$ cat src/rtl/combat_resolver.sv
// Per-frame hit resolution between the two players, plus hitstun, KO timing and round/match bookkeeping.
// Every decision is taken on the frame_tick cycle; all results are registered and appear one cycle later.
module combat_resolver #(
  parameter int MAX_HEALTH     = 5,
  parameter int DAMAGE         = 1,
  parameter int HITSTUN_FRAMES = 12,
  parameter int KO_FRAMES      = 90,
  parameter int ROUNDS_TO_WIN  = 2
) (
  input  logic       clk,
  input  logic       rst,
  input  logic       frame_tick,
  input  logic       p1_hit_active,
  input  logic       p2_hit_active,
  input  logic [9:0] p1_hit_x1,
  input  logic [9:0] p1_hit_x2,
  input  logic [9:0] p1_hit_y1,
  input  logic [9:0] p1_hit_y2,
  input  logic [9:0] p2_hit_x1,
  input  logic [9:0] p2_hit_x2,
  input  logic [9:0] p2_hit_y1,
  input  logic [9:0] p2_hit_y2,
  input  logic [9:0] p1_hurt_x1,
  input  logic [9:0] p1_hurt_x2,
  input  logic [9:0] p1_hurt_y1,
  input  logic [9:0] p1_hurt_y2,
  input  logic [9:0] p2_hurt_x1,
  input  logic [9:0] p2_hurt_x2,
  input  logic [9:0] p2_hurt_y1,
  input  logic [9:0] p2_hurt_y2,
  output logic [3:0] health1,
  output logic [3:0] health2,
  output logic       stun1,
  output logic       stun2,
  output logic       hit1,
  output logic       hit2,
  output logic [1:0] wins1,
  output logic [1:0] wins2,
  output logic       round_reset,
  output logic [1:0] state,
  output logic [1:0] winner
);

  // state | meaning
  // FIGHT | hits evaluated every frame; KO entered when a health reaches 0
  // KO    | KO countdown running; no hits; then next round or OVER
  // OVER  | match decided; everything frozen until rst
  typedef enum logic [1:0] {
    FIGHT = 2'd0,
    KO    = 2'd1,
    OVER  = 2'd2
  } state_t;

  state_t     state_q, state_d;
  logic [3:0] health1_q, health1_d, health2_q, health2_d;
  logic [5:0] stun_cnt1_q, stun_cnt1_d, stun_cnt2_q, stun_cnt2_d;
  logic [7:0] ko_cnt_q, ko_cnt_d;
  logic       latch1_q, latch1_d, latch2_q, latch2_d;
  logic       hit1_q, hit1_d, hit2_q, hit2_d;
  logic       round_reset_q, round_reset_d;
  logic [1:0] wins1_q, wins1_d, wins2_q, wins2_d;
  logic [1:0] winner_q, winner_d;
  logic       overlap1, overlap2, land1, land2;

  // Inclusive overlap; a box with inverted corners can never overlap anything.
  function automatic logic boxes_overlap(
    input logic [9:0] ax1, input logic [9:0] ax2, input logic [9:0] ay1, input logic [9:0] ay2,
    input logic [9:0] bx1, input logic [9:0] bx2, input logic [9:0] by1, input logic [9:0] by2
  );
    logic valid;
    valid = (ax1 <= ax2) && (ay1 <= ay2) && (bx1 <= bx2) && (by1 <= by2);
    return valid && (ax1 <= bx2) && (bx1 <= ax2) && (ay1 <= by2) && (by1 <= ay2);
  endfunction

  assign overlap1 = boxes_overlap(p1_hit_x1, p1_hit_x2, p1_hit_y1, p1_hit_y2,
                                  p2_hurt_x1, p2_hurt_x2, p2_hurt_y1, p2_hurt_y2);
  assign overlap2 = boxes_overlap(p2_hit_x1, p2_hit_x2, p2_hit_y1, p2_hit_y2,
                                  p1_hurt_x1, p1_hurt_x2, p1_hurt_y1, p1_hurt_y2);

  always_comb begin
    state_d       = state_q;
    health1_d     = health1_q;
    health2_d     = health2_q;
    stun_cnt1_d   = stun_cnt1_q;
    stun_cnt2_d   = stun_cnt2_q;
    ko_cnt_d      = ko_cnt_q;
    latch1_d      = latch1_q;
    latch2_d      = latch2_q;
    wins1_d       = wins1_q;
    wins2_d       = wins2_q;
    winner_d      = winner_q;
    hit1_d        = 1'b0;
    hit2_d        = 1'b0;
    round_reset_d = 1'b0;
    land1         = 1'b0;
    land2         = 1'b0;

    if (frame_tick && state_q != OVER) begin
      if (stun_cnt1_q != 6'd0) stun_cnt1_d = stun_cnt1_q - 6'd1;
      if (stun_cnt2_q != 6'd0) stun_cnt2_d = stun_cnt2_q - 6'd1;
      if (!p1_hit_active) latch1_d = 1'b0;
      if (!p2_hit_active) latch2_d = 1'b0;

      case (state_q)
        FIGHT: begin
          land1 = p1_hit_active && overlap1 && !latch1_q && (stun_cnt2_q == 6'd0);
          land2 = p2_hit_active && overlap2 && !latch2_q && (stun_cnt1_q == 6'd0);
          if (land1) begin
            health2_d   = (health2_q > 4'(DAMAGE)) ? health2_q - 4'(DAMAGE) : 4'd0;
            stun_cnt2_d = 6'(HITSTUN_FRAMES);
            latch1_d    = 1'b1;
            hit2_d      = 1'b1;
          end
          if (land2) begin
            health1_d   = (health1_q > 4'(DAMAGE)) ? health1_q - 4'(DAMAGE) : 4'd0;
            stun_cnt1_d = 6'(HITSTUN_FRAMES);
            latch2_d    = 1'b1;
            hit1_d      = 1'b1;
          end
          if (health1_d == 4'd0 || health2_d == 4'd0) begin
            state_d  = KO;
            ko_cnt_d = 8'(KO_FRAMES);
            if (health1_d == 4'd0 && health2_d == 4'd0) begin
              winner_d = 2'b11;
            end else if (health2_d == 4'd0) begin
              winner_d = 2'b01;
              wins1_d  = wins1_q + 2'd1;
            end else begin
              winner_d = 2'b10;
              wins2_d  = wins2_q + 2'd1;
            end
          end
        end
        KO: begin
          if (ko_cnt_q <= 8'd1) begin
            ko_cnt_d = 8'd0;
            if (wins1_q == 2'(ROUNDS_TO_WIN) || wins2_q == 2'(ROUNDS_TO_WIN)) begin
              state_d = OVER;
            end else begin
              state_d       = FIGHT;
              health1_d     = 4'(MAX_HEALTH);
              health2_d     = 4'(MAX_HEALTH);
              stun_cnt1_d   = 6'd0;
              stun_cnt2_d   = 6'd0;
              latch1_d      = 1'b0;
              latch2_d      = 1'b0;
              winner_d      = 2'b00;
              round_reset_d = 1'b1;
            end
          end else begin
            ko_cnt_d = ko_cnt_q - 8'd1;
          end
        end
        default: state_d = state_q;
      endcase
    end
  end

  always_ff @(posedge clk) begin
    if (rst) begin
      state_q       <= FIGHT;
      health1_q     <= 4'(MAX_HEALTH);
      health2_q     <= 4'(MAX_HEALTH);
      stun_cnt1_q   <= 6'd0;
      stun_cnt2_q   <= 6'd0;
      ko_cnt_q      <= 8'd0;
      latch1_q      <= 1'b0;
      latch2_q      <= 1'b0;
      hit1_q        <= 1'b0;
      hit2_q        <= 1'b0;
      round_reset_q <= 1'b0;
      wins1_q       <= 2'd0;
      wins2_q       <= 2'd0;
      winner_q      <= 2'b00;
    end else begin
      state_q       <= state_d;
      health1_q     <= health1_d;
      health2_q     <= health2_d;
      stun_cnt1_q   <= stun_cnt1_d;
      stun_cnt2_q   <= stun_cnt2_d;
      ko_cnt_q      <= ko_cnt_d;
      latch1_q      <= latch1_d;
      latch2_q      <= latch2_d;
      hit1_q        <= hit1_d;
      hit2_q        <= hit2_d;
      round_reset_q <= round_reset_d;
      wins1_q       <= wins1_d;
      wins2_q       <= wins2_d;
      winner_q      <= winner_d;
    end
  end

  assign health1     = health1_q;
  assign health2     = health2_q;
  assign stun1       = (stun_cnt1_q != 6'd0);
  assign stun2       = (stun_cnt2_q != 6'd0);
  assign hit1        = hit1_q;
  assign hit2        = hit2_q;
  assign wins1       = wins1_q;
  assign wins2       = wins2_q;
  assign round_reset = round_reset_q;
  assign state       = state_q;
  assign winner      = winner_q;

endmodule

$ cat config.mk
export PLATFORM = sky130hd
export DESIGN_NAME = combat_resolver
export DESIGN_NICKNAME = d
export VERILOG_FILES = /design/src/rtl/combat_resolver.sv
export SDC_FILE = /design/constraint.sdc
export NUM_CORES = 1
export LEC_CHECK = 0
export ABC_CLOCK_PERIOD_IN_PS = 9500
export CELL_PAD_IN_SITES_DETAIL_PLACEMENT = 1
export CELL_PAD_IN_SITES_GLOBAL_PLACEMENT = 1
export CORE_AREA = 2 2 151 116
export CTS_BUF_LIST = sky130_fd_sc_hd__clkbuf_4 sky130_fd_sc_hd__clkbuf_8 sky130_fd_sc_hd__clkbuf_16
export DETAILED_ROUTE_END_ITERATION = 16
export DIE_AREA = 0 0 153 118
export PLACE_DENSITY_LB_ADDON = 0.1
export RECOVER_POWER = 50
export SLEW_MARGIN = 5
export SYNTH_ARGS = -nofsm -noshare
export SYNTH_HDL_FRONTEND = slang
export SYNTH_SLANG_ARGS = --single-unit
export TNS_END_PERCENT = 5
$ cat constraint.sdc
create_clock -name clk -period 9.5 [get_ports clk]
set_input_delay 1.425 -clock clk [delete_from_list [all_inputs] [get_ports clk]]
set_output_delay 1.425 -clock clk [all_outputs]
set_load 0.005 [all_outputs]
== Word-level counts from Yosys, hierarchy flattened ==
Cells that the tools add are included.

* Register bits after elaboration: 41
* Output and inout bits: 21
* Logic and storage cells: 143

* Add/sub/neg operators: 7
* $lt $le $gt $ge: 19
* Eq/ne operators: 7
* Mux-type cells: 48
* Bitwise operators: 6
* Reductions and logical operators: 42

{| class="wikitable"
|+ Operator list
! cell !! number
|-
| $le 10x10->1 || 16
|-
| $mux 6 || 8
|-
| $mux 4 || 10
|-
| $pmux 6 s2 || 2
|-
| $logic_and 1x1->1 || 22
|-
| $mux 2 || 8
|-
| $mux 8 || 2
|-
| $pmux 4 s2 || 2
|-
| $pmux 8 s2 || 1
|-
| $reduce_and 5->1 || 3
|-
| $logic_not 6->1 || 2
|-
| $reduce_bool 6->1 || 2
|-
| $sub 6x1->6 const B || 2
|-
| $mux 1 || 11
|-
| $gt 4x1->1 const B || 2
|-
| $le 8x1->1 const B || 1
|-
| $logic_not 4->1 || 2
|-
| $ne 2x2->1 const B || 4
|-
| $pmux 2 s2 || 2
|-
| $reduce_and 4->1 || 2
|-
| $sub 4x1->4 const B || 2
|-
| $sub 8x1->8 const B || 1
|-
| $not 1->1 || 6
|-
| $add 2x1->2 const B || 2
|-
| other kinds (10) || 14
|}

== Depth between registers and ports, before layout ==
* Depth in word-level cells: 19
* Mapped depth: 12
* Depth with buffers taken out: 11

== Worst setup path after synthesis ==
No wires, ideal clock.

* Kind: input-to-reg
* From: in p2_hit_y2[3]
* To: reg ko_cnt_q[1]
* Data arrival time: 3.875 ns
* Required time: 9.381 ns
* Setup slack: 5.506 ns
* Stages on the path: 11
* Path through: inv_1 ha_1 a21o_1 a21o_1 a2111oi_2 o221ai_2 a2111o_1 nor4_4 o31a_2 a31oi_4 o221a_2

* Longest elaborated chain between the ends: 18

{| class="wikitable"
|+ Ends and longest elaborated chain
! what !! line !! text
|-
| from (decl) || 22 || <nowiki>input logic [9:0] p2_hit_y2,</nowiki>
|-
| $le 10x10->1 || 71 || <nowiki>valid = (ax1 <= ax2) && (ay1 <= ay2) && (bx1 <= bx2) && (by1 <= by2);</nowiki>
|-
| $logic_and 1x1->1 (3 in series) || 71 ||
|-
| $logic_and 1x1->1 (3 in series) || 72 || <nowiki>return valid && (ax1 <= bx2) && (bx1 <= ax2) && (ay1 <= by2) && (by1 <= ay2);</nowiki>
|-
| $logic_and 1x1->1 (*) || 72 ||
|-
| $logic_and 1x1->1 (*) (3 in series) || 107 || <nowiki>land2 = p2_hit_active && overlap2 && !latch2_q && (stun_cnt1_q == 6'd0);</nowiki>
|-
| $mux 4 (*) || 114 || <nowiki>if (land2) begin</nowiki>
|-
| $mux 4 (*) || 104 || <nowiki>case (state_q)</nowiki>
|-
| $mux 4 (*) || 98 || <nowiki>if (frame_tick && state_q != OVER) begin</nowiki>
|-
| $logic_not 4->1 (*) || 120 || <nowiki>if (health1_d == 4'd0 || health2_d == 4'd0) begin</nowiki>
|-
| $logic_or 1x1->1 (*) || 120 ||
|-
| $ne 2x2->1 (no line) (*) || -- ||
|-
| $reduce_and 3->1 (no line) (*) || -- ||
|-
| to (signal assigned) || 181 || <nowiki>ko_cnt_q <= ko_cnt_d;</nowiki>
|-
| to (decl) || 57 || <nowiki>logic [7:0] ko_cnt_q, ko_cnt_d;</nowiki>
|}

Mark *: on every way between the ends. The rest lies on a longest branch, timed or not. The select of a mux whose other input is x is not followed.
A chain may end at the register's enable or synchronous reset.

== Worst setup path in the final report ==
* From: in p1_hurt_x2[5]
* To: reg ko_cnt_q[1]

* Longest elaborated chain between the ends: 17

{| class="wikitable"
|+ Ends and longest elaborated chain
! what !! line !! text
|-
| from (decl) || 24 || <nowiki>input logic [9:0] p1_hurt_x2,</nowiki>
|-
| $le 10x10->1 || 71 ||
|-
| $logic_and 1x1->1 (2 in series) || 71 ||
|-
| $logic_and 1x1->1 (*) (4 in series) || 72 ||
|-
| $logic_and 1x1->1 (*) (3 in series) || 107 ||
|-
| $mux 4 (*) || 114 ||
|-
| $mux 4 (*) || 104 ||
|-
| $mux 4 (*) || 98 ||
|-
| $logic_not 4->1 (*) || 120 ||
|-
| $logic_or 1x1->1 (*) || 120 ||
|-
| $ne 2x2->1 (no line) (*) || -- ||
|-
| $reduce_and 3->1 (no line) (*) || -- ||
|}

Marks and branches as above.

==> run summary <==
Slew Limit Fails -> 0
DR vias/cell -> 5.471
Mux cell area share after synthesis -> 0%
CP delay by family, top -> compound AO/OA/AOI/OAI gates
Synthesized net count -> 1,148
Ratio of cells with drive above 1 in the final layout -> 2.111%
Post-DP HPWL -> 17.95 mm
Design area -> 0.008452 sq mm
Worst Tran Pin Value -> 1.341 ns
Initial Util -> 37.55%
Clk_skew -> 0.007034 ns
R2R Path End -> stun_cnt1_q[1]
Worst setup SP type -> input pin
Adder-cell share of the synthesized area -> 34.39%
Worst path slowest cell -> a2111oi_0
Clock root buffer -> clkbuf_16
Max frequency -> 189.1 MHz
Crit path DAT -> 5.47 ns
Worst vdd ir -> 0.0001061 V
First-pass GRT wire length -> 35.34 mm
Drt initial violations -> 256
Die X -> 153 um
Port bufs -> 185
ANT nets after route -> 0
Post-CTS Setup Bufs -> 0
Clock latency on the worst-skew pair -> 0.29 ns
Min-Delay Startpoint -> stun_cnt2_q[5]
Synth unique cells -> 60
Ys Warns -> 0
Crit end category -> flip-flop
Period utilization -> 55.67%
Placed Instances -> 1,202
Max stage delay on crit path -> 1.14 ns
TritonCTS sink count -> 41
Final setup viols -> 0
Post-Synth XOR/XNOR Area -> 0.1408%
Gates resized, CTS repair -> 0
Worst Hold Class -> reg -> reg
Die height -> 118 um
Nets -> 1,330
CP cell instances -> clkdlybuf4s50_1 > inv_1 > ha_1 > nand4_1 > a21oi_1 > a2111oi_0 > o21ai_0 > a2111o_1 > nor4_4 > o31a_2 > a31oi_4 > o221a_2
I/O pins -> 186
Post-Route Utilization -> 51.01%
Met1 Usage GRT -> 35.38%
Worst Hold Depth -> 2
Routability cong. -> 0.8447
Overall Global Routing Usage -> 23.25%
FF-to-FF setup slack -> 6.21 ns
Final hold viol count -> 0
Die area -> 0.01805 sq mm
Sequential element share of the synthesized area -> 13.19%
PwrDens -> 105.4 mW/mm^2
CTS clock-pin slew for the worst setup and hold paths -> 0.06 ns
Router iterations before antenna repair -> 4
Setup ws final -> 4.211 ns
GR Overflow Total -> 0
Rel. slew slack -> 8.260%
Filler cells -> 2,052
Row cnt -> 41
Sequential Area -> 820.8 sq um
Diodes inserted -> 0
Register-to-Register Path Depth -> 11
TritonCTS clock tree -> yes
Cts-stage hold buffer count -> 0
Worst Hold End -> stun_cnt2_q[5]
WP buf/inv -> 2
Final TNS setup -> 0 ns
Worst hold slack -> 0.4769 ns
DRC viols -> 0
Crit path max fanout -> 8
Synth Instances -> 812
Largest net degree at the start of global routing -> 36
Vias in the first global route -> 6,974
Total CTS buffers -> 5
RSZ-0062 raised after global routing -> false
GR Layer Usage met3 -> 2.835%
Status -> finished, final reports clean
Fin crit period -> 5.289 ns
Top FF cell, synth -> dfxtp_1
Critical path class -> in -> reg
Setup slack at placement -> 3.950 ns
Initial antenna violation count -> 0
Placed inst area -> 0.008313 sq mm
Area growth, synth to finish -> 35.83%
Multi-input logic area -> 0.004921 sq mm
Post-synth EDFFs -> 0
Compound-cell area share of the yosys netlist -> 25.04%
Max Cap Violations -> 0
Vias -> 6,620
#FFs+latches synth -> 41
Simple-Gate Fraction of Synth Area -> 19.53%
Netlist Area Pre-Place -> 0.006222 sq mm
Total number of H-tree levels -> 2
Area of the core -> 0.01657 sq mm
Detailed-route wire length per cell -> 17.25 um
Reg-to-reg startpoint -> stun_cnt1_q[0]
Largest family of logic cells by synthesized area -> adder cells
Final WL -> 20.87 mm
Tot Pwr -> 0.8906 mW
Post-synth ARST share -> 0%
Global-route layer with the greatest usage -> met2
Global Route met2 Usage -> 35.96%
Leak Pwr -> 3.830 nW
Non-filler cells, final -> 1,210
CTS max path bufs -> 2
Mean post-synth cell area -> 7.663 sq um
Critical path required time -> 9.68 ns
per-layer routing:
metal	share of wire, %	up-vias
met5	0	-
met4	0.46	0
met3	3.8	9
met2	41	137
met1	55	3085
li1	-	3389
worst register-to-register path, cell delays in order (launching register included):
cell      delay (ns)
dfxtp_1         0.32
inv_1           0.08
ha_1            0.18
or4b_4          0.50
nor4b_4         0.34
a21boi_0        0.22
a31oi_1         0.07
nor4_1          0.43
nand2_1         0.25
nor3_1          0.45
o32a_1          0.24
o32ai_1         0.08
layout by cell type, fill, tap and decap left out, types with 3 or more instances in the layout:
cell type        netlist  layout
a211oi_1              22      22
a21o_1                15      15
a21oi_1               74      74
a22oi_1                3       3
a31oi_1               14      14
and3_1                 5       5
clkbuf_16              0       5
clkdlybuf4s50_1        0     162
dfxtp_1               41      41
dlygate4sd3_1          0      23
ha_1                 171     171
inv_1                116     116
nand2_1               43      43
nand2b_1               9       9
nand3_1               24      24
nand4_1               33      33
nor2_1                56      56
nor2b_1                7       7
nor3_1                25      25
nor4_1                10      10
o211ai_1               4       4
o21a_1                11      11
o21ai_0               47      48
o31ai_1                7       7
o32ai_1                4       4
o41a_1                 6       6
or3_1                  7       7
cell families (layout without fill, tap and decap cells):
kind of cell	after synthesis	count (layout)
xor gates and xnor gates	1	1
and+or+nand+nor	234	234
AOI/OAI and AO/OA	237	237
DFF	41	41
adders and majority gates	171	171
buffers and inverters	128	311
state kept, by name, summed over array words and instances (netlist names):
| register | flops |
|---|---|
| hit1 | 1 |
| health2 | 4 |
| wins2 | 2 |
| hit2 | 1 |
| stun_cnt1_q | 6 |
| state | 2 |
| health1 | 4 |
| round_reset | 1 |
| winner | 2 |
| stun_cnt2_q | 6 |
| latch1_q | 1 |
| ko_cnt_q | 8 |
| wins1 | 2 |
| latch2_q | 1 |
final cells by class:
| cell class | instances | area share, % |
|---|---|---|
| Tap cell | 215 | 3.183 |
| Inverter | 116 | 5.152 |
| Clock buffer | 5 | 1.480 |
| Multi-Input combinational cell | 643 | 58.22 |
| Sequential cell | 41 | 9.711 |
| Clock inverter | 3 | 0.2073 |
| Timing Repair Buffer | 187 | 22.04 |
Yosys cell counts, types with 2 or more instances:
master / count / area [sq um]
a2111oi_0: 2 / 17.52
a211oi_1: 22 / 165.2
a21o_1: 15 / 112.6
a21oi_1: 74 / 370.4
a221o_1: 2 / 20.02
a221oi_1: 2 / 17.52
a22oi_1: 3 / 22.52
a31oi_1: 14 / 87.58
a32o_1: 2 / 20.02
and2_1: 2 / 12.51
and3_1: 5 / 31.28
clkbuf_1: 12 / 45.04
dfxtp_1: 41 / 820.8
ha_1: 171 / 2140
inv_1: 116 / 435.4
nand2_1: 43 / 161.4
nand2b_1: 9 / 56.30
nand3_1: 24 / 120.1
nand4_1: 33 / 206.5
nor2_1: 56 / 210.2
nor2b_1: 7 / 43.79
nor3_1: 25 / 125.1
nor4_1: 10 / 62.56
o211a_1: 2 / 20.02
o211ai_1: 4 / 30.03
o21a_1: 11 / 82.58
o21ai_0: 47 / 235.2
o21ai_1: 2 / 10.01
o22ai_1: 2 / 12.51
o311ai_0: 2 / 17.52
o31ai_1: 7 / 52.55
o32a_1: 2 / 20.02
o32ai_1: 4 / 35.03
o41a_1: 6 / 67.56
or3_1: 7 / 43.79
or4_1: 2 / 15.01
power by group:
| group | switching, mW | total [mW] | internal (mW) |
|---|---|---|---|
| logic | 0.267 | 0.506 | 0.239 |
| registers | 0.0215 | 0.216 | 0.195 |
| clock network | 0.0725 | 0.169 | 0.0964 |
worst max-delay path by stage:
stage | start | endpoint | slack [ns] | depth (start not counted)
2_1_floorplan | p2_hit_y2[3] | ko_cnt_q[1] | 5.51 | 11
3_3_place_gp | p1_hurt_x2[5] | ko_cnt_q[1] | 4.05 | 12
3_5_place_dp | p1_hurt_x2[5] | ko_cnt_q[1] | 3.95 | 12
4_1_cts | p1_hurt_x2[5] | ko_cnt_q[1] | 4.23 | 12
5_1_grt | p1_hurt_x2[5] | ko_cnt_q[1] | 3.97 | 12
6_report | p1_hurt_x2[5] | ko_cnt_q[1] | 4.21 | 12
No activity file was read; power rests on OpenSTA's default activity.
